`src/rtl/decode_operand_if.sv`:
```
// Bundles the decode/operand stage's FD, RegisterFile, writeback and DE signals.
// slave is the stage's view and master is the surrounding pipeline's view.
interface decode_operand_if #(
  parameter int REG_COUNT    = 16,
  parameter int REG_SIZE     = 8,
  parameter int REG_PTR_SIZE = 4
);
  logic                    FD_valid;
  logic                    FD_ready;
  logic [REG_PTR_SIZE-1:0] FD_insn_src_0, FD_insn_src_1, FD_insn_src_2;
  logic [2:0]              FD_src_used;
  logic [REG_PTR_SIZE-1:0] FD_insn_dst;
  logic                    FD_insn_writes;
  logic [REG_PTR_SIZE-1:0] RF_src_0_ptr, RF_src_1_ptr, RF_src_2_ptr;
  logic [REG_SIZE-1:0]     RF_src_0_data, RF_src_1_data, RF_src_2_data;
  logic                    MW_wr_en;
  logic [REG_PTR_SIZE-1:0] MW_wr_ptr;
  logic [REG_SIZE-1:0]     W_result;
  logic                    flush;
  logic                    DE_valid;
  logic                    DE_ready;
  logic [REG_SIZE-1:0]     DE_src_0_data, DE_src_1_data, DE_src_2_data;
  logic [REG_PTR_SIZE-1:0] DE_dst;
  logic                    DE_writes;
  logic [REG_COUNT-1:0]    pending;

  modport slave (
    input  FD_valid, FD_insn_src_0, FD_insn_src_1, FD_insn_src_2, FD_src_used,
           FD_insn_dst, FD_insn_writes, RF_src_0_data, RF_src_1_data, RF_src_2_data,
           MW_wr_en, MW_wr_ptr, W_result, flush, DE_ready,
    output FD_ready, RF_src_0_ptr, RF_src_1_ptr, RF_src_2_ptr, DE_valid,
           DE_src_0_data, DE_src_1_data, DE_src_2_data, DE_dst, DE_writes, pending
  );

  modport master (
    output FD_valid, FD_insn_src_0, FD_insn_src_1, FD_insn_src_2, FD_src_used,
           FD_insn_dst, FD_insn_writes, RF_src_0_data, RF_src_1_data, RF_src_2_data,
           MW_wr_en, MW_wr_ptr, W_result, flush, DE_ready,
    input  FD_ready, RF_src_0_ptr, RF_src_1_ptr, RF_src_2_ptr, DE_valid,
           DE_src_0_data, DE_src_1_data, DE_src_2_data, DE_dst, DE_writes, pending
  );
endinterface

```
`src/rtl/decode_operand_stage.sv`:
```
// Operand fetch + RAW/WAW scoreboard feeding the DE latch under valid/ready.
// Define DECODE_OPERAND_FWD_EN to bypass the writeback result into the operands.
module decode_operand_stage #(
  parameter int REG_COUNT    = 16,
  parameter int REG_SIZE     = 8,
  parameter int REG_PTR_SIZE = 4
) (
  input logic           clk,
  input logic           reset_DO,
  decode_operand_if.slave bus
);
  typedef logic [REG_PTR_SIZE-1:0] ptr_t;
  typedef logic [REG_SIZE-1:0]     data_t;

  localparam logic [REG_PTR_SIZE:0] REG_LIMIT = (REG_PTR_SIZE + 1)'(REG_COUNT);
`ifdef DECODE_OPERAND_FWD_EN
  localparam bit FWD = 1'b1;
`else
  localparam bit FWD = 1'b0;
`endif

  ptr_t                 src [3];
  data_t                rf_data [3];
  data_t                operand [3];
  logic [2:0]           clr;
  logic                 hazard, space, fd_ready, issue;

  logic [REG_COUNT-1:0] pending_q, pending_d;
  logic                 de_valid_q, de_valid_d;
  data_t                de_src_q [3];
  data_t                de_src_d [3];
  ptr_t                 de_dst_q, de_dst_d;
  logic                 de_writes_q, de_writes_d;

  // Pointers beyond the register file are never tracked.
  function automatic logic in_range(ptr_t p);
    return {1'b0, p} < REG_LIMIT;
  endfunction

  function automatic logic is_pending(logic [REG_COUNT-1:0] vec, ptr_t p);
    return in_range(p) && vec[p];
  endfunction

  assign src[0]     = bus.FD_insn_src_0;
  assign src[1]     = bus.FD_insn_src_1;
  assign src[2]     = bus.FD_insn_src_2;
  assign rf_data[0] = bus.RF_src_0_data;
  assign rf_data[1] = bus.RF_src_1_data;
  assign rf_data[2] = bus.RF_src_2_data;

  // NOTE: every always_comb output gets a default first so no path can infer a latch.
  always_comb begin
    hazard = 1'b0;
    clr    = '0;
    for (int k = 0; k < 3; k++) begin
      clr[k] = bus.MW_wr_en && (bus.MW_wr_ptr == src[k]);
      if (bus.FD_src_used[k] && is_pending(pending_q, src[k]) && !(FWD && clr[k]))
        hazard = 1'b1;
    end
    if (bus.FD_insn_writes && is_pending(pending_q, bus.FD_insn_dst) &&
        !(bus.MW_wr_en && (bus.MW_wr_ptr == bus.FD_insn_dst)))
      hazard = 1'b1;
    space    = !de_valid_q || bus.DE_ready;
    fd_ready = !hazard && space && !bus.flush;
    issue    = bus.FD_valid && fd_ready;
  end

  always_comb begin
    for (int k = 0; k < 3; k++) begin
`ifdef DECODE_OPERAND_FWD_EN
      operand[k] = clr[k] ? bus.W_result : rf_data[k];
`else
      operand[k] = rf_data[k];
`endif
    end
  end

  // Set is applied last so it wins over a same-cycle writeback clear.
  always_comb begin
    pending_d   = pending_q;
    de_valid_d  = de_valid_q;
    de_src_d    = de_src_q;
    de_dst_d    = de_dst_q;
    de_writes_d = de_writes_q;

    if (bus.MW_wr_en && in_range(bus.MW_wr_ptr))
      pending_d[bus.MW_wr_ptr] = 1'b0;
    if (bus.flush && de_valid_q && de_writes_q && !bus.DE_ready && in_range(de_dst_q))
      pending_d[de_dst_q] = 1'b0;
    if (issue && bus.FD_insn_writes && in_range(bus.FD_insn_dst))
      pending_d[bus.FD_insn_dst] = 1'b1;

    if (issue) begin
      de_valid_d  = 1'b1;
      de_src_d    = operand;
      de_dst_d    = bus.FD_insn_dst;
      de_writes_d = bus.FD_insn_writes;
    end else if (bus.flush || bus.DE_ready) begin
      de_valid_d  = 1'b0;
    end
  end

  // NOTE: state registers use non-blocking assignments only; reset is synchronous here.
  always_ff @(posedge clk) begin
    if (reset_DO) begin
      pending_q   <= '0;
      de_valid_q  <= 1'b0;
      de_src_q    <= '{default: '0};
      de_dst_q    <= '0;
      de_writes_q <= 1'b0;
    end else begin
      pending_q   <= pending_d;
      de_valid_q  <= de_valid_d;
      de_src_q    <= de_src_d;
      de_dst_q    <= de_dst_d;
      de_writes_q <= de_writes_d;
    end
  end

  assign bus.FD_ready      = fd_ready;
  assign bus.RF_src_0_ptr  = src[0];
  assign bus.RF_src_1_ptr  = src[1];
  assign bus.RF_src_2_ptr  = src[2];
  assign bus.DE_valid      = de_valid_q;
  assign bus.DE_src_0_data = de_src_q[0];
  assign bus.DE_src_1_data = de_src_q[1];
  assign bus.DE_src_2_data = de_src_q[2];
  assign bus.DE_dst        = de_dst_q;
  assign bus.DE_writes     = de_writes_q;
  assign bus.pending       = pending_q;
endmodule
```
`src/flat_wrapper.sv`:
```
// flat-port wrapper written by rule: the top's interface ports become plain ports
module decode_operand_stage_flat 
#(
  parameter int REG_COUNT    = 16,
  parameter int REG_SIZE     = 8,
  parameter int REG_PTR_SIZE = 4
)
  (clk, reset_DO, bus_FD_valid, bus_FD_insn_src_0, bus_FD_insn_src_1, bus_FD_insn_src_2, bus_FD_src_used, bus_FD_insn_dst, bus_FD_insn_writes, bus_RF_src_0_data, bus_RF_src_1_data, bus_RF_src_2_data, bus_MW_wr_en, bus_MW_wr_ptr, bus_W_result, bus_flush, bus_DE_ready, bus_FD_ready, bus_RF_src_0_ptr, bus_RF_src_1_ptr, bus_RF_src_2_ptr, bus_DE_valid, bus_DE_src_0_data, bus_DE_src_1_data, bus_DE_src_2_data, bus_DE_dst, bus_DE_writes, bus_pending);
  decode_operand_if #(.REG_COUNT(REG_COUNT), .REG_SIZE(REG_SIZE), .REG_PTR_SIZE(REG_PTR_SIZE)) bus_i ();
  input logic clk;
  input logic reset_DO;
  input wire logic [$bits(bus_i.FD_valid)-1:0] bus_FD_valid;
  input wire logic [$bits(bus_i.FD_insn_src_0)-1:0] bus_FD_insn_src_0;
  input wire logic [$bits(bus_i.FD_insn_src_1)-1:0] bus_FD_insn_src_1;
  input wire logic [$bits(bus_i.FD_insn_src_2)-1:0] bus_FD_insn_src_2;
  input wire logic [$bits(bus_i.FD_src_used)-1:0] bus_FD_src_used;
  input wire logic [$bits(bus_i.FD_insn_dst)-1:0] bus_FD_insn_dst;
  input wire logic [$bits(bus_i.FD_insn_writes)-1:0] bus_FD_insn_writes;
  input wire logic [$bits(bus_i.RF_src_0_data)-1:0] bus_RF_src_0_data;
  input wire logic [$bits(bus_i.RF_src_1_data)-1:0] bus_RF_src_1_data;
  input wire logic [$bits(bus_i.RF_src_2_data)-1:0] bus_RF_src_2_data;
  input wire logic [$bits(bus_i.MW_wr_en)-1:0] bus_MW_wr_en;
  input wire logic [$bits(bus_i.MW_wr_ptr)-1:0] bus_MW_wr_ptr;
  input wire logic [$bits(bus_i.W_result)-1:0] bus_W_result;
  input wire logic [$bits(bus_i.flush)-1:0] bus_flush;
  input wire logic [$bits(bus_i.DE_ready)-1:0] bus_DE_ready;
  output wire logic [$bits(bus_i.FD_ready)-1:0] bus_FD_ready;
  output wire logic [$bits(bus_i.RF_src_0_ptr)-1:0] bus_RF_src_0_ptr;
  output wire logic [$bits(bus_i.RF_src_1_ptr)-1:0] bus_RF_src_1_ptr;
  output wire logic [$bits(bus_i.RF_src_2_ptr)-1:0] bus_RF_src_2_ptr;
  output wire logic [$bits(bus_i.DE_valid)-1:0] bus_DE_valid;
  output wire logic [$bits(bus_i.DE_src_0_data)-1:0] bus_DE_src_0_data;
  output wire logic [$bits(bus_i.DE_src_1_data)-1:0] bus_DE_src_1_data;
  output wire logic [$bits(bus_i.DE_src_2_data)-1:0] bus_DE_src_2_data;
  output wire logic [$bits(bus_i.DE_dst)-1:0] bus_DE_dst;
  output wire logic [$bits(bus_i.DE_writes)-1:0] bus_DE_writes;
  output wire logic [$bits(bus_i.pending)-1:0] bus_pending;
  assign bus_i.FD_valid = bus_FD_valid;
  assign bus_i.FD_insn_src_0 = bus_FD_insn_src_0;
  assign bus_i.FD_insn_src_1 = bus_FD_insn_src_1;
  assign bus_i.FD_insn_src_2 = bus_FD_insn_src_2;
  assign bus_i.FD_src_used = bus_FD_src_used;
  assign bus_i.FD_insn_dst = bus_FD_insn_dst;
  assign bus_i.FD_insn_writes = bus_FD_insn_writes;
  assign bus_i.RF_src_0_data = bus_RF_src_0_data;
  assign bus_i.RF_src_1_data = bus_RF_src_1_data;
  assign bus_i.RF_src_2_data = bus_RF_src_2_data;
  assign bus_i.MW_wr_en = bus_MW_wr_en;
  assign bus_i.MW_wr_ptr = bus_MW_wr_ptr;
  assign bus_i.W_result = bus_W_result;
  assign bus_i.flush = bus_flush;
  assign bus_i.DE_ready = bus_DE_ready;
  assign bus_FD_ready = bus_i.FD_ready;
  assign bus_RF_src_0_ptr = bus_i.RF_src_0_ptr;
  assign bus_RF_src_1_ptr = bus_i.RF_src_1_ptr;
  assign bus_RF_src_2_ptr = bus_i.RF_src_2_ptr;
  assign bus_DE_valid = bus_i.DE_valid;
  assign bus_DE_src_0_data = bus_i.DE_src_0_data;
  assign bus_DE_src_1_data = bus_i.DE_src_1_data;
  assign bus_DE_src_2_data = bus_i.DE_src_2_data;
  assign bus_DE_dst = bus_i.DE_dst;
  assign bus_DE_writes = bus_i.DE_writes;
  assign bus_pending = bus_i.pending;
  decode_operand_stage #(.REG_COUNT(REG_COUNT), .REG_SIZE(REG_SIZE), .REG_PTR_SIZE(REG_PTR_SIZE)) u_core (.clk(clk), .reset_DO(reset_DO), .bus(bus_i));
endmodule
```
`config.mk`:
```
export PLATFORM = sky130hd
export DESIGN_NAME = decode_operand_stage_flat
export DESIGN_NICKNAME = d
export VERILOG_FILES = /design/src/rtl/decode_operand_if.sv /design/src/rtl/decode_operand_stage.sv /design/src/flat_wrapper.sv
export SDC_FILE = /design/constraint.sdc
export NUM_CORES = 1
export LEC_CHECK = 0
export CAP_MARGIN = 40
export CORE_UTILIZATION = 44
export DETAILED_ROUTE_END_ITERATION = 10
export MAX_ROUTING_LAYER = met4
export PLACE_DENSITY = 0.82
export SYNTH_ARGS = -nofsm -noshare
export SYNTH_HDL_FRONTEND = slang
export SYNTH_SLANG_ARGS = --single-unit
```
`constraint.sdc`:
```
create_clock -name clk -period 4.6 [get_ports clk]
set_input_delay 1.38 -clock clk [delete_from_list [all_inputs] [get_ports clk]]
set_output_delay 1.38 -clock clk [all_outputs]
set_load 0.02 [all_outputs]
```
# After elaboration in Yosys (flattened, before gate mapping)
# Cells that the tools add are included.
dict set report op_classes {
  addsub 0
  mul 0
  div_mod_pow 0
  n_lt_le_gt_ge 9
  n_eq_ne 1
  n_shift 0
  muxes 23
  n_bitwise 5
  n_reduce_logical 24
}
# operator count
set ops {}
lappend ops {{16-bit two-way mux} 3}
lappend ops {{16-bit AND} 2}
lappend ops {{16-bit inverter} 2}
lappend ops {{4-bit by 5-bit less-than comparator with 1-bit output, second input constant} 6}
lappend ops {{1-bit binary-select mux with 4-bit select} 4}
lappend ops {{1-bit logical AND} 16}
lappend ops {{16-bit bitwise OR} 1}
lappend ops {{1-bit two-way mux} 13}
lappend ops {{1-bit demux with 4-bit select} 3}
lappend ops {{4-bit by 1-bit greater-or-equal comparator with 1-bit output, second input constant} 3}
lappend ops {{1-bit logical NOT} 5}
lappend ops {{4-bit equality test} 1}
lappend ops {{1-bit logical OR} 2}
lappend ops {{2-bit nonzero test} 1}
dict set report totals {
  regBits 46
  latchBits 0
  ramBits 0
  rom_bits 0
  input_bits 62
  output_inout_bits 59
  elab_cells 69
  memories 0
}

# Logic depth before layout (Yosys ltp)
# Gate-level depths: netlist of the first run.
dict set report logic_depth {
  word_depth 13
  mapped_depth 9
  depth_no_buf 6
}

# Least setup slack after synthesis of the first run
# OpenSTA, ideal clock, no wires.
dict set report synth_timing {
  kind {in2out}
  start {input bus_FD_insn_src_0[1]}
  end {output bus_FD_ready}
  t_arrival_ps 2974
  required_time_ps 3220
  setup_slack_ps 246
  stages 7
  path_buffers 2
  path_cell_list {buf_2 > mux4_2 > o2111ai_1 > and4_1 > nand3_2 > buf_2 > inv_1}
}
dict set report synth_between {
  elab_chain_cells 10
}
# item line_no
set synth_rtl {}
lappend synth_rtl {{start: declaration} flat_wrapper.sv:13} ;# input wire logic [$bits(bus_i.FD_insn_src_0)-1:0] bus_FD_insn_src_0;
lappend synth_rtl {{1-bit binary-select mux with 4-bit select} decode_operand_stage.sv:41} ;# return in_range(p) && vec[p];
lappend synth_rtl {{1-bit two-way mux (implied by the code)} decode_operand_stage.sv:41}
lappend synth_rtl {{1-bit logical AND} decode_operand_stage.sv:57} ;# if (bus.FD_src_used[k] && is_pending(pending_q, src[k]) && !(FWD && clr[k]))
lappend synth_rtl {{1-bit two-way mux (3 in series)} decode_operand_stage.sv:57}
lappend synth_rtl {{1-bit two-way mux} decode_operand_stage.sv:60} ;# if (bus.FD_insn_writes && is_pending(pending_q, bus.FD_insn_dst) &&
lappend synth_rtl {{1-bit logical NOT} decode_operand_stage.sv:64} ;# fd_ready = !hazard && space && !bus.flush;
lappend synth_rtl {{1-bit logical AND (2 in series)} decode_operand_stage.sv:64}
lappend synth_rtl {{end: declaration} flat_wrapper.sv:27} ;# output wire logic [$bits(bus_i.FD_ready)-1:0] bus_FD_ready;
# Every way passes these cells. The select of a mux whose other input is x is not followed.

# Worst setup path in the final report of the first run
dict set report layout_timing {
  start {input bus_FD_insn_src_2[2]}
  end {output bus_FD_ready}
}
dict set report layout_between {
  elab_chain_cells 8
}
# item line_no
set layout_rtl {}
lappend layout_rtl {{start: declaration} flat_wrapper.sv:15} ;# input wire logic [$bits(bus_i.FD_insn_src_2)-1:0] bus_FD_insn_src_2;
lappend layout_rtl {{1-bit binary-select mux with 4-bit select} decode_operand_stage.sv:41}
lappend layout_rtl {{1-bit two-way mux (implied by the code)} decode_operand_stage.sv:41}
lappend layout_rtl {{1-bit logical AND} decode_operand_stage.sv:57}
lappend layout_rtl {{1-bit two-way mux} decode_operand_stage.sv:57}
lappend layout_rtl {{1-bit two-way mux} decode_operand_stage.sv:60}
lappend layout_rtl {{1-bit logical NOT} decode_operand_stage.sv:64}
lappend layout_rtl {{1-bit logical AND (2 in series)} decode_operand_stage.sv:64}
# Every way passes these cells. The select of a mux whose other input is x is not followed.

==> reports/results.ini, run 1 <==
[clocking]
tritoncts=yes
cts_made_buffers=5
cts.path.max_buffers=2
clock_sinks=46
htree_levels=2
cts-root-buf=clkbuf_8
cts.clk_slew.worst_paths_ns=0.09
clkLatencyLatePin_ns=0.31

[grt]
antenna_found_initial=0
grt_pass1_vias=3211
grt_pass1_wl_um=16740
grt_max_degree=32
grt_overflow_total=0
grt_usage_pct=31.12

[synthesis]
netlist_area_mm2=0.002949
seq_area_frac_synth_pct=31.23
synthFlopType=dfxtp_1
yosys.area.top_type_share_pct=31.23
ys_warn_count=0
ys_types=41
syn_area_per_cell_um2=8.991
synth_most_common_cell=dfxtp_1
synth_seq_cells=46
synth_edf_count=0
synth_commonest_cells=46 x dfxtp_1, 38 x o31ai_1, 31 x nand4_1
yosys-top-cells-area=dfxtp_1 31%, o31ai_1 9.7%, mux4_2 7.6%, nand4_1 6.6%, mux2i_1 5.4%
synth-async-reset-ratio_pct=0
syn-instance-count=328
synth_top_area_cell=dfxtp_1
synth_nets=390

[power]
seqPwrFrac_pct=44.1
swShare_pct=31.96
combPwrFrac_pct=29.2
peakVddDrop_mv=0.1594
leakage_nw=1.559
switchingPower_mw=0.3067
p_int_mw=0.6529
clkPwrFrac_pct=26.7
power_density_mw_per_mm2=220.3

[placement]
dp_hpwl_um=7177
portBuffers=112
dp_cells=504
place_congestion=0.9274
place_area_mm2=0.004128

[timing]
fin_crit_ns=4.533
drv_slew=0
finalCritPeriodShare_pct=98.55
relSlewSlack_pct=61.08
fmax_mhz=220.6
grt_setup_unrepaired=no
finalSetupViolCount=0
hold_viol_final=0
clock_skew_ns=0.01136
tightest_slew_ns=0.5802

[route]
routed_via_density=6.297
drt_first_pass_iters=8
drc=14
wirelength_um=10670
vias=3312
drt-initial-drc-count=234
drtAntennaViolNets=0
wl_per_cell_um=20.29

[critical_path]
critical_path_class=in2out
crit_path_top_delay_cell=clkdlybuf4s50_1
slowest_delay_ns=0.49
crit_chain=clkdlybuf4s50_1 > mux2_2 > o311a_1 > nand3_2 > and4_4 > nand3_4 > inv_1 > buf_4
startpoint_type=primary input
cp_data_required_time_ns=3.22
crit_arrival_ns=3.15
worstSetupEndpointType=primary output
crit_fanout=2

[flow_run]
drv_cap=0

[final_layout]
design_area_mm2=0.004355
fillers=554
nets=510
multiInputGateArea_mm2=0.001797
drive_gt1_share_pct=19.60
final_cells=526
num_antenna_cells=0
seqCellArea_um2=920.9
area_growth_pct=47.69

[worst_hold_path]
hold_class=reg2reg

[floorplanning]
die-area_mm2=0.007034
num_rows=29
die_width_um=83.87
die_height_um=83.87
coreArea_mm2=0.006422
io_pins=121
start_util_pct=45.92

[run_status]
outcome=finished with violations
violations=design-rule violations

## power groups by stage
stage,sequential (mW),combinational (mW),clock (mW)
2_1_floorplan,0.446,0.120,0
3_3_place_gp,0.431,0.255,0
3_5_place_dp,0.432,0.258,0
4_1_cts,0.422,0.270,0.260
5_1_grt,0.425,0.297,0.280
6_report,0.423,0.280,0.256
## repair_timing
item,CTS,global route
endpoints found under the setup margin,1,1
hold buffers,0,0
pin swaps,3,1
buffers inserted,12,2
gates resized for setup,11,7
## layout by cell type (no fill, tap or decap), types with 7 or more instances in the layout
cell type / count
mux4_2: 10
nand2_1: 10
or2_2: 13
dfxtp_1: 46
mux2i_1: 15
nand4_1: 31
a21oi_1: 28
nor2b_1: 7
o31ai_1: 38
nand3_1: 8
o2111ai_1: 14
nor2_1: 7
buf_4: 43
clkdlybuf4s50_1: 106
## critical path: cells and delay by family
| kind | cells | cell delay (ns) |
|---|---|---|
| muxes | 1 | 0.33 |
| buffers and inverters | 3 | 0.70 |
| and+or+nand+nor | 3 | 0.43 |
| AOI/OAI and AO/OA | 1 | 0.31 |
## kinds of logic after synthesis
group	after synthesis	synth area share, %
AOI/OAI and AO/OA	104	24.69
buffers and inverters	47	9.376
xor gates and xnor gates	4	1.188
DFF	46	31.23
muxes	27	13.45
and+or+nand+nor	100	20.07
## metrics by stage
step	setup TNS (ns)	worst slack [ns]	power (mW)	hold WS [ns]	util [%]
2_1_floorplan	0	0.2464	0.5656	0.5480	-
3_3_place_gp	-0.5510	-0.5510	0.6858	0.4542	64.27
3_5_place_dp	-0.5914	-0.5914	0.6893	0.4596	64.27
4_1_cts	0	0.01027	0.9519	0.4727	67.06
5_1_grt	0	0.008562	1.002	0.5001	67.82
6_report	0	0.06672	0.9596	0.4719	67.82
## sequential cells by signal, summed over array words and instances, names as in the netlist
| register | flops |
|---|---|
| u_core.bus.pending | 16 |
| u_core.bus.DE_src_0_data | 8 |
| u_core.bus.DE_src_1_data | 8 |
| u_core.bus.DE_src_2_data | 8 |
| u_core.bus.DE_dst | 4 |
| u_core.bus.DE_valid | 1 |
| u_core.bus.DE_writes | 1 |
## routing by layer
layer / GRT usage [%] / share of wire [%] / vias to the layer above
met5: - / 0 / -
met2: 47.69 / 47 / 168
met1: 41.88 / 43 / 1606
li1: - / - / 1525
met4: 8.934 / 1.2 / 0
met3: 5.935 / 8.7 / 13
## path summary, 6_finish.rpt
path	from	end	slack (ns)	depth (start not counted)
worst max-delay path	bus_FD_insn_src_2[2]	bus_FD_ready	0.07	8
worst max register to register	u_core.bus.pending[4]	u_core.bus.DE_src_2_data[2]	1.33	17
worst min register to register	u_core.bus.DE_src_0_data[4]	u_core.bus.DE_src_0_data[4]	0.47	2
worst min-delay path	u_core.bus.DE_src_0_data[4]	u_core.bus.DE_src_0_data[4]	0.47	2
## layout make-up
class,count,area share [%]
inverters,6,0.5171
clock buffers,5,1.580
flip-flops and latches,46,21.14
well taps,77,2.212
multi-input cells,235,41.25
repair buffers,154,32.86
clock inverters,3,0.4309
Note: power is estimated with default switching activity, not from simulation.
==> run 2, diff against run 1 <==
--- a/constraint.sdc
+++ b/constraint.sdc
@@ -3,2 +3,2 @@
 set_output_delay 1.38 -clock clk [all_outputs]
-set_load 0.02 [all_outputs]
+set_load 0.05 [all_outputs]
==> reports/results.ini, run 2 (synthesized netlist as in run 1, its figures left out) <==
[worst_hold_path]
hold_class=reg2reg
hold_depth=2  ; unchanged
hp-start=u_core.bus.DE_src_0_data[4]
min_to=u_core.bus.DE_src_0_data[4]

[critical_path]
crit_arrival_ns=3.10  ; -0.05 ns
critical_path_class=in2out
r2r_cells=8  ; -9
reg2reg_from=u_core.bus.pending[0]
r2r-end=u_core.bus.DE_src_0_data[2]
cp_top_family=multiplexers
cp_data_required_time_ns=3.22  ; about the same
critPathBufInv=3  ; unchanged
slowest_delay_ns=0.55  ; +0.06 ns
startpoint_type=primary input
worstSetupEndpointType=primary output
crit_path_frequent_cell=mux2i_1
r2r_slack_ns=2.20  ; +0.87 ns
crit_path_top_delay_cell=mux4_2
crit_chain=dlygate4sd2_1 > mux4_2 > mux2i_1 > mux2i_1 > a21oi_2 > nand3_4 > inv_2 > buf_12
crit_fanout=5  ; +3

[grt]
grt_overflow_total=0  ; unchanged
grt_pass1_vias=3059  ; -4.7%
grt_max_degree=30  ; -6.3%
grt_usage_pct=30.01  ; -1.1 points
grt_pass1_wl_um=16300  ; -2.6%
antenna_found_initial=0  ; unchanged

[floorplanning]
die_height_um=83.87  ; unchanged
num_rows=29  ; unchanged
die_width_um=83.87  ; unchanged
coreArea_mm2=0.006422  ; unchanged
die-area_mm2=0.007034  ; unchanged
start_util_pct=45.92  ; unchanged
io_pins=121  ; unchanged

[timing]
drv_slew=0  ; unchanged
fmax_mhz=223.1  ; +1.1%
setup_ws_ns=0.1172  ; +0.05052 ns
finalCritPeriodShare_pct=97.45  ; -1.1 points
relSlewSlack_pct=63.69  ; +2.6 points
finalSetupViolCount=0  ; unchanged
tightest_slew_ns=0.5413  ; -0.03892 ns
clock_skew_ns=0.01607  ; +0.004714 ns
hold_viol_final=0  ; unchanged
grt_setup_unrepaired=no
fin_crit_ns=4.483  ; -0.05052 ns

[clocking]
tritoncts=yes
clkLatencyLatePin_ns=0.31  ; about the same
cts.clk_slew.worst_paths_ns=0.09  ; about the same
cts.path.max_buffers=2  ; unchanged
cts-root-buf=clkbuf_8
htree_levels=2  ; unchanged
clock_sinks=46  ; unchanged
cts_made_buffers=5  ; unchanged
hold_buffers=0  ; unchanged

[route]
drt_first_pass_iters=8  ; unchanged
drtAntennaViolNets=0  ; unchanged
routed_via_density=6.220  ; -1.2%
wl_per_cell_um=20.13  ; -0.79%
drt-initial-drc-count=251  ; +7.3%
drc=14  ; unchanged
vias=3166  ; -4.4%
wirelength_um=10250  ; -4.0%

[placement]
place_congestion=0.9605  ; +3.6%
portBuffers=112  ; unchanged
pre_cts_slack_ns=-0.1878  ; +0.4036 ns
dp_hpwl_um=7251  ; +1.0%
place_area_mm2=0.004105  ; -0.55%

[final_layout]
mostFrequentLayoutCells=100 x clkdlybuf4s50_1, 46 x dfxtp_1, 38 x o31ai_1
final_common_cell=clkdlybuf4s50_1
multiInputGateArea_mm2=0.001792  ; -0.28%
drive_gt1_share_pct=17.36  ; -2.2 points
largest_reg_flops=16  ; unchanged
num_antenna_cells=0  ; unchanged
design_area_mm2=0.004238  ; -2.7%
area_growth_pct=43.70
fillers=548  ; -1.1%
nets=493  ; -3.3%
seqCellArea_um2=920.9  ; unchanged

[run_status]
violations=design-rule violations
outcome=finished with violations

[power]
peakVddDrop_mv=0.1237  ; -22%
leakage_nw=1.503  ; -3.6%
power_density_mw_per_mm2=233.8  ; +6.1%

[flow_run]
drv_cap=0  ; unchanged

-- run 2: final cells by class --
| class | instances | share of cell area, % |
|---|---|---|
| Tap cell | 77 | 2.273 |
| Multi-Input combinational cell | 235 | 42.28 |
| Inverter | 6 | 0.5314 |
| Clock buffer | 5 | 1.624 |
| Clock inverter | 3 | 0.4429 |
| Timing Repair Buffer | 137 | 31.12 |
| Sequential cell | 46 | 21.73 |
-- run 2: worst reg2reg max path, stage by stage (launching register included) --
cell     delay, ns
dfxtp_1       0.42
mux4_2        0.50
mux2i_1       0.15
mux2i_1       0.12
buf_4         0.15
a21o_1        0.32
buf_8         0.24
o31ai_1       0.27
a21oi_1       0.11
-- run 2: per-stage QoR --
step	hold WS [ns]	setup TNS, ns	cells	power [mW]	util (%)
3_5_place_dp	0.4590	-0.1878	500	0.7337	63.92
4_1_cts	0.4722	0	509	0.9904	65.73
2_1_floorplan	0.7014	0	328	0.6109	-
6_report	0.4713	0	509	0.9910	65.98
3_3_place_gp	0.4540	-0.1566	499	0.7294	63.69
5_1_grt	0.4987	0	509	1.031	65.98
-- run 2: worst max path at each step --
stage | depth (start not counted) | start | slack, ns | endpoint
2_1_floorplan | 7 | bus_FD_insn_src_0[1] | 0.08 | bus_FD_ready
3_3_place_gp | 8 | bus_FD_insn_dst[0] | -0.16 | bus_FD_ready
3_5_place_dp | 8 | bus_FD_insn_dst[0] | -0.19 | bus_FD_ready
4_1_cts | 9 | bus_FD_insn_dst[1] | 0.001 | bus_FD_ready
5_1_grt | 8 | bus_FD_insn_dst[0] | 0.01 | bus_FD_ready
6_report | 8 | bus_FD_insn_dst[0] | 0.12 | bus_FD_ready
-- run 2: power by group --
group          switching, mW  internal (mW)  leakage [nW]
clock                  0.152          0.107        0.0483
combinational          0.186          0.123          1.08
sequential            0.0114          0.412         0.373
total                  0.349          0.642          1.50
-- run 2: layer usage --
| layer | track usage, % | part of all wire, % | routed length, um | up-vias |
|---|---|---|---|---|
| met4 | 9.561 | 1.3 | 137 | 0 |
| met3 | 5.143 | 7.6 | 775 | 14 |
| li1 | - | - | - | 1489 |
| met2 | 44.56 | 47 | 4813 | 140 |
| met5 | - | 0 | 0 | - |
| met1 | 41.65 | 44 | 4519 | 1523 |
-- run 2: repair_timing --
item / CTS / global route
setup endpoints to repair: 1 / 1
hold endpoints to repair: 0 / 0
pin swaps: 3 / 2
resized for setup: 10 / 5
setup buffers: 1 / 0
==> run 3, diff against run 2 <==
- CORE_UTILIZATION: 44 -> 39
- PLACE_DENSITY: 0.82 -> unset
- PLACE_DENSITY_LB_ADDON: unset -> 0.3
- RECOVER_POWER: unset -> 50
- clock period: 4.6 -> 4.1 ns (I/O delays scaled with it)
==> reports/results.ini, run 3 (synthesized netlist as in run 1, its figures left out) <==
[timing]
tightest_slew_ns=0.6379  ; +0.09665 ns
fin_crit_ns=4.017
finalHoldWorstSlack_ns=0.4698  ; -0.001427 ns
hold_viol_final=0  ; unchanged
relSlewSlack_pct=57.47  ; -6.2 points
finalCritPeriodShare_pct=97.99
setup_ws_ns=0.08259  ; -0.03464 ns
finalSetupViolCount=0  ; unchanged
drv_slew=0  ; unchanged
clock_skew_ns=0.005101  ; -0.01097 ns
fmax_mhz=248.9
grt_setup_unrepaired=no
setup_tns_ns=0  ; unchanged

[placement]
dp_cells=526  ; +5.2%
place_congestion=0.9072  ; -5.5%
dp_hpwl_um=6921  ; -4.5%
portBuffers=112  ; unchanged
pre_cts_slack_ns=-0.4632  ; -0.2754 ns

[grt]
grt_pass1_vias=2999  ; -2.0%
grt_overflow_total=0  ; unchanged
antenna_found_initial=0  ; unchanged
grt_usage_pct=26.43  ; -3.6 points
grt_pass1_wl_um=15370  ; -5.7%
grt_max_degree=32  ; +6.7%

[route]
drc=0  ; -14
vias=3202  ; +1.1%
wirelength_um=10040  ; -2.0%
routed_via_density=5.985  ; -3.8%
drtAntennaViolNets=0  ; unchanged
drt_first_pass_iters=5  ; -3
wl_per_cell_um=18.77  ; -6.8%
drt-initial-drc-count=213  ; -15%

[final_layout]
mostFrequentLayoutCells=46 x dfxtp_1, 44 x clkdlybuf4s50_1, 40 x dlygate4sd3_1
area_growth_pct=47.48
largest_reg_flops=16  ; unchanged
num_antenna_cells=0  ; unchanged
drive_gt1_share_pct=21.10  ; +3.7 points
final_cells=535  ; +5.1%
nets=497  ; +0.81%
final_common_cell=dfxtp_1

[critical_path]
slowest_delay_ns=0.55  ; about the same
critical_path_class=in2out
crit_fanout=4  ; -1
worstSetupEndpointType=primary output
crit_arrival_ns=2.79  ; -0.31 ns
startpoint_type=primary input
crit_path_top_delay_cell=mux4_2
cp_data_required_time_ns=2.87  ; -0.35 ns
crit_chain=buf_2 > mux4_2 > o2111ai_4 > and4_4 > nand3_4 > clkinvlp_4 > buf_12

[power]
leakage_nw=1.684  ; +12%
power_density_mw_per_mm2=256.5  ; +9.7%
power_mw=1.116  ; +13%
peakVddDrop_mv=0.1416  ; +15%

[clocking]
htree_levels=2  ; unchanged
cts-root-buf=clkbuf_8
cts_made_buffers=5  ; unchanged
cts.path.max_buffers=2  ; unchanged
cts.clk_slew.worst_paths_ns=0.09  ; about the same
hold_buffers=0  ; unchanged
tritoncts=yes
clock_sinks=46  ; unchanged
clkLatencyLatePin_ns=0.30  ; about the same

[floorplanning]
die-area_mm2=0.007914  ; +13%
num_rows=31  ; +6.9%
start_util_pct=40.44  ; -5.5 points
die_height_um=88.96  ; +6.1%
io_pins=121  ; unchanged
coreArea_mm2=0.007292  ; +14%
die_width_um=88.96  ; +6.1%

[run_status]
outcome=finished clean

[worst_hold_path]
hold_class=reg2reg

[flow_run]
drv_cap=0  ; unchanged

==> run 3: changes by cell type in the layout (fill, tap and decap cells not counted), moves of 2 or more <==
| cell | previous run | this run |
|---|---|---|
| buf_12 | 1 | 5 |
| buf_2 | 0 | 2 |
| buf_4 | 28 | 31 |
| clkbuf_1 | 0 | 5 |
| clkbuf_2 | 0 | 2 |
| clkdlybuf4s50_1 | 100 | 44 |
| clkinv_2 | 2 | 0 |
| clkinvlp_4 | 0 | 2 |
| dlygate4sd3_1 | 0 | 40 |
| dlymetal6s2s_1 | 3 | 6 |
==> run 3: worst paths after layout <==
check	start	end	slack [ns]	cells after the start
worst max-delay path	bus_FD_insn_src_0[1]	bus_FD_ready	0.08	7
worst min-delay path	u_core.bus.DE_src_0_data[0]	u_core.bus.DE_src_0_data[0]	0.47	2
worst max register to register	u_core.bus.pending[3]	u_core.bus.pending[8]	1.73	6
worst min register to register	u_core.bus.DE_src_0_data[0]	u_core.bus.DE_src_0_data[0]	0.47	2
==> run 3: cell type report <==
| cell class | count | area, um2 |
|---|---|---|
| Clock buffer | 5 | 68.82 |
| Clock inverter | 3 | 25.02 |
| Fill cell | 690 | 2943 |
| Inverter | 6 | 26.28 |
| Multi-Input combinational cell | 235 | 1841 |
| Sequential cell | 46 | 920.9 |
| Tap cell | 99 | 123.9 |
| Timing Repair Buffer | 141 | 1344 |
==> run 3: metrics by stage <==
stage	utilization [%]	cell area (um2)
final	59.64	4349
after global routing	59.64	4349
after CTS	59.39	4330
after detailed placement	57.45	4189
after global placement	57.45	4189
after floorplan	-	2958
==> run 3: power breakdown <==
part | switching, mW | internal (mW) | total (mW)
clock network | 0.172 | 0.123 | 0.295
registers | 0.0119 | 0.462 | 0.474
logic | 0.212 | 0.135 | 0.347
==> run 3: repair_timing <==
action                     4_1_cts  5_1_grt
setup endpoints to repair        1        1
buffers inserted                 0        1
resized for setup               26       22
pin swaps                        4        7
==> run 3: layer usage <==
layer	up-vias	track usage [%]	routed length [um]
met1	1523	35.30	4336
met3	14	4.340	806
li1	1496	-	-
met2	169	41.33	4698
met4	0	7.937	199
met5	-	-	0
==> run 3: critical path, delay by kind of cell <==
kind                   cells  cell delay, ns
and+or+nand+nor            2            0.38
muxes                      1            0.55
buffers and inverters      3            0.38
AOI/OAI and AO/OA          1            0.24
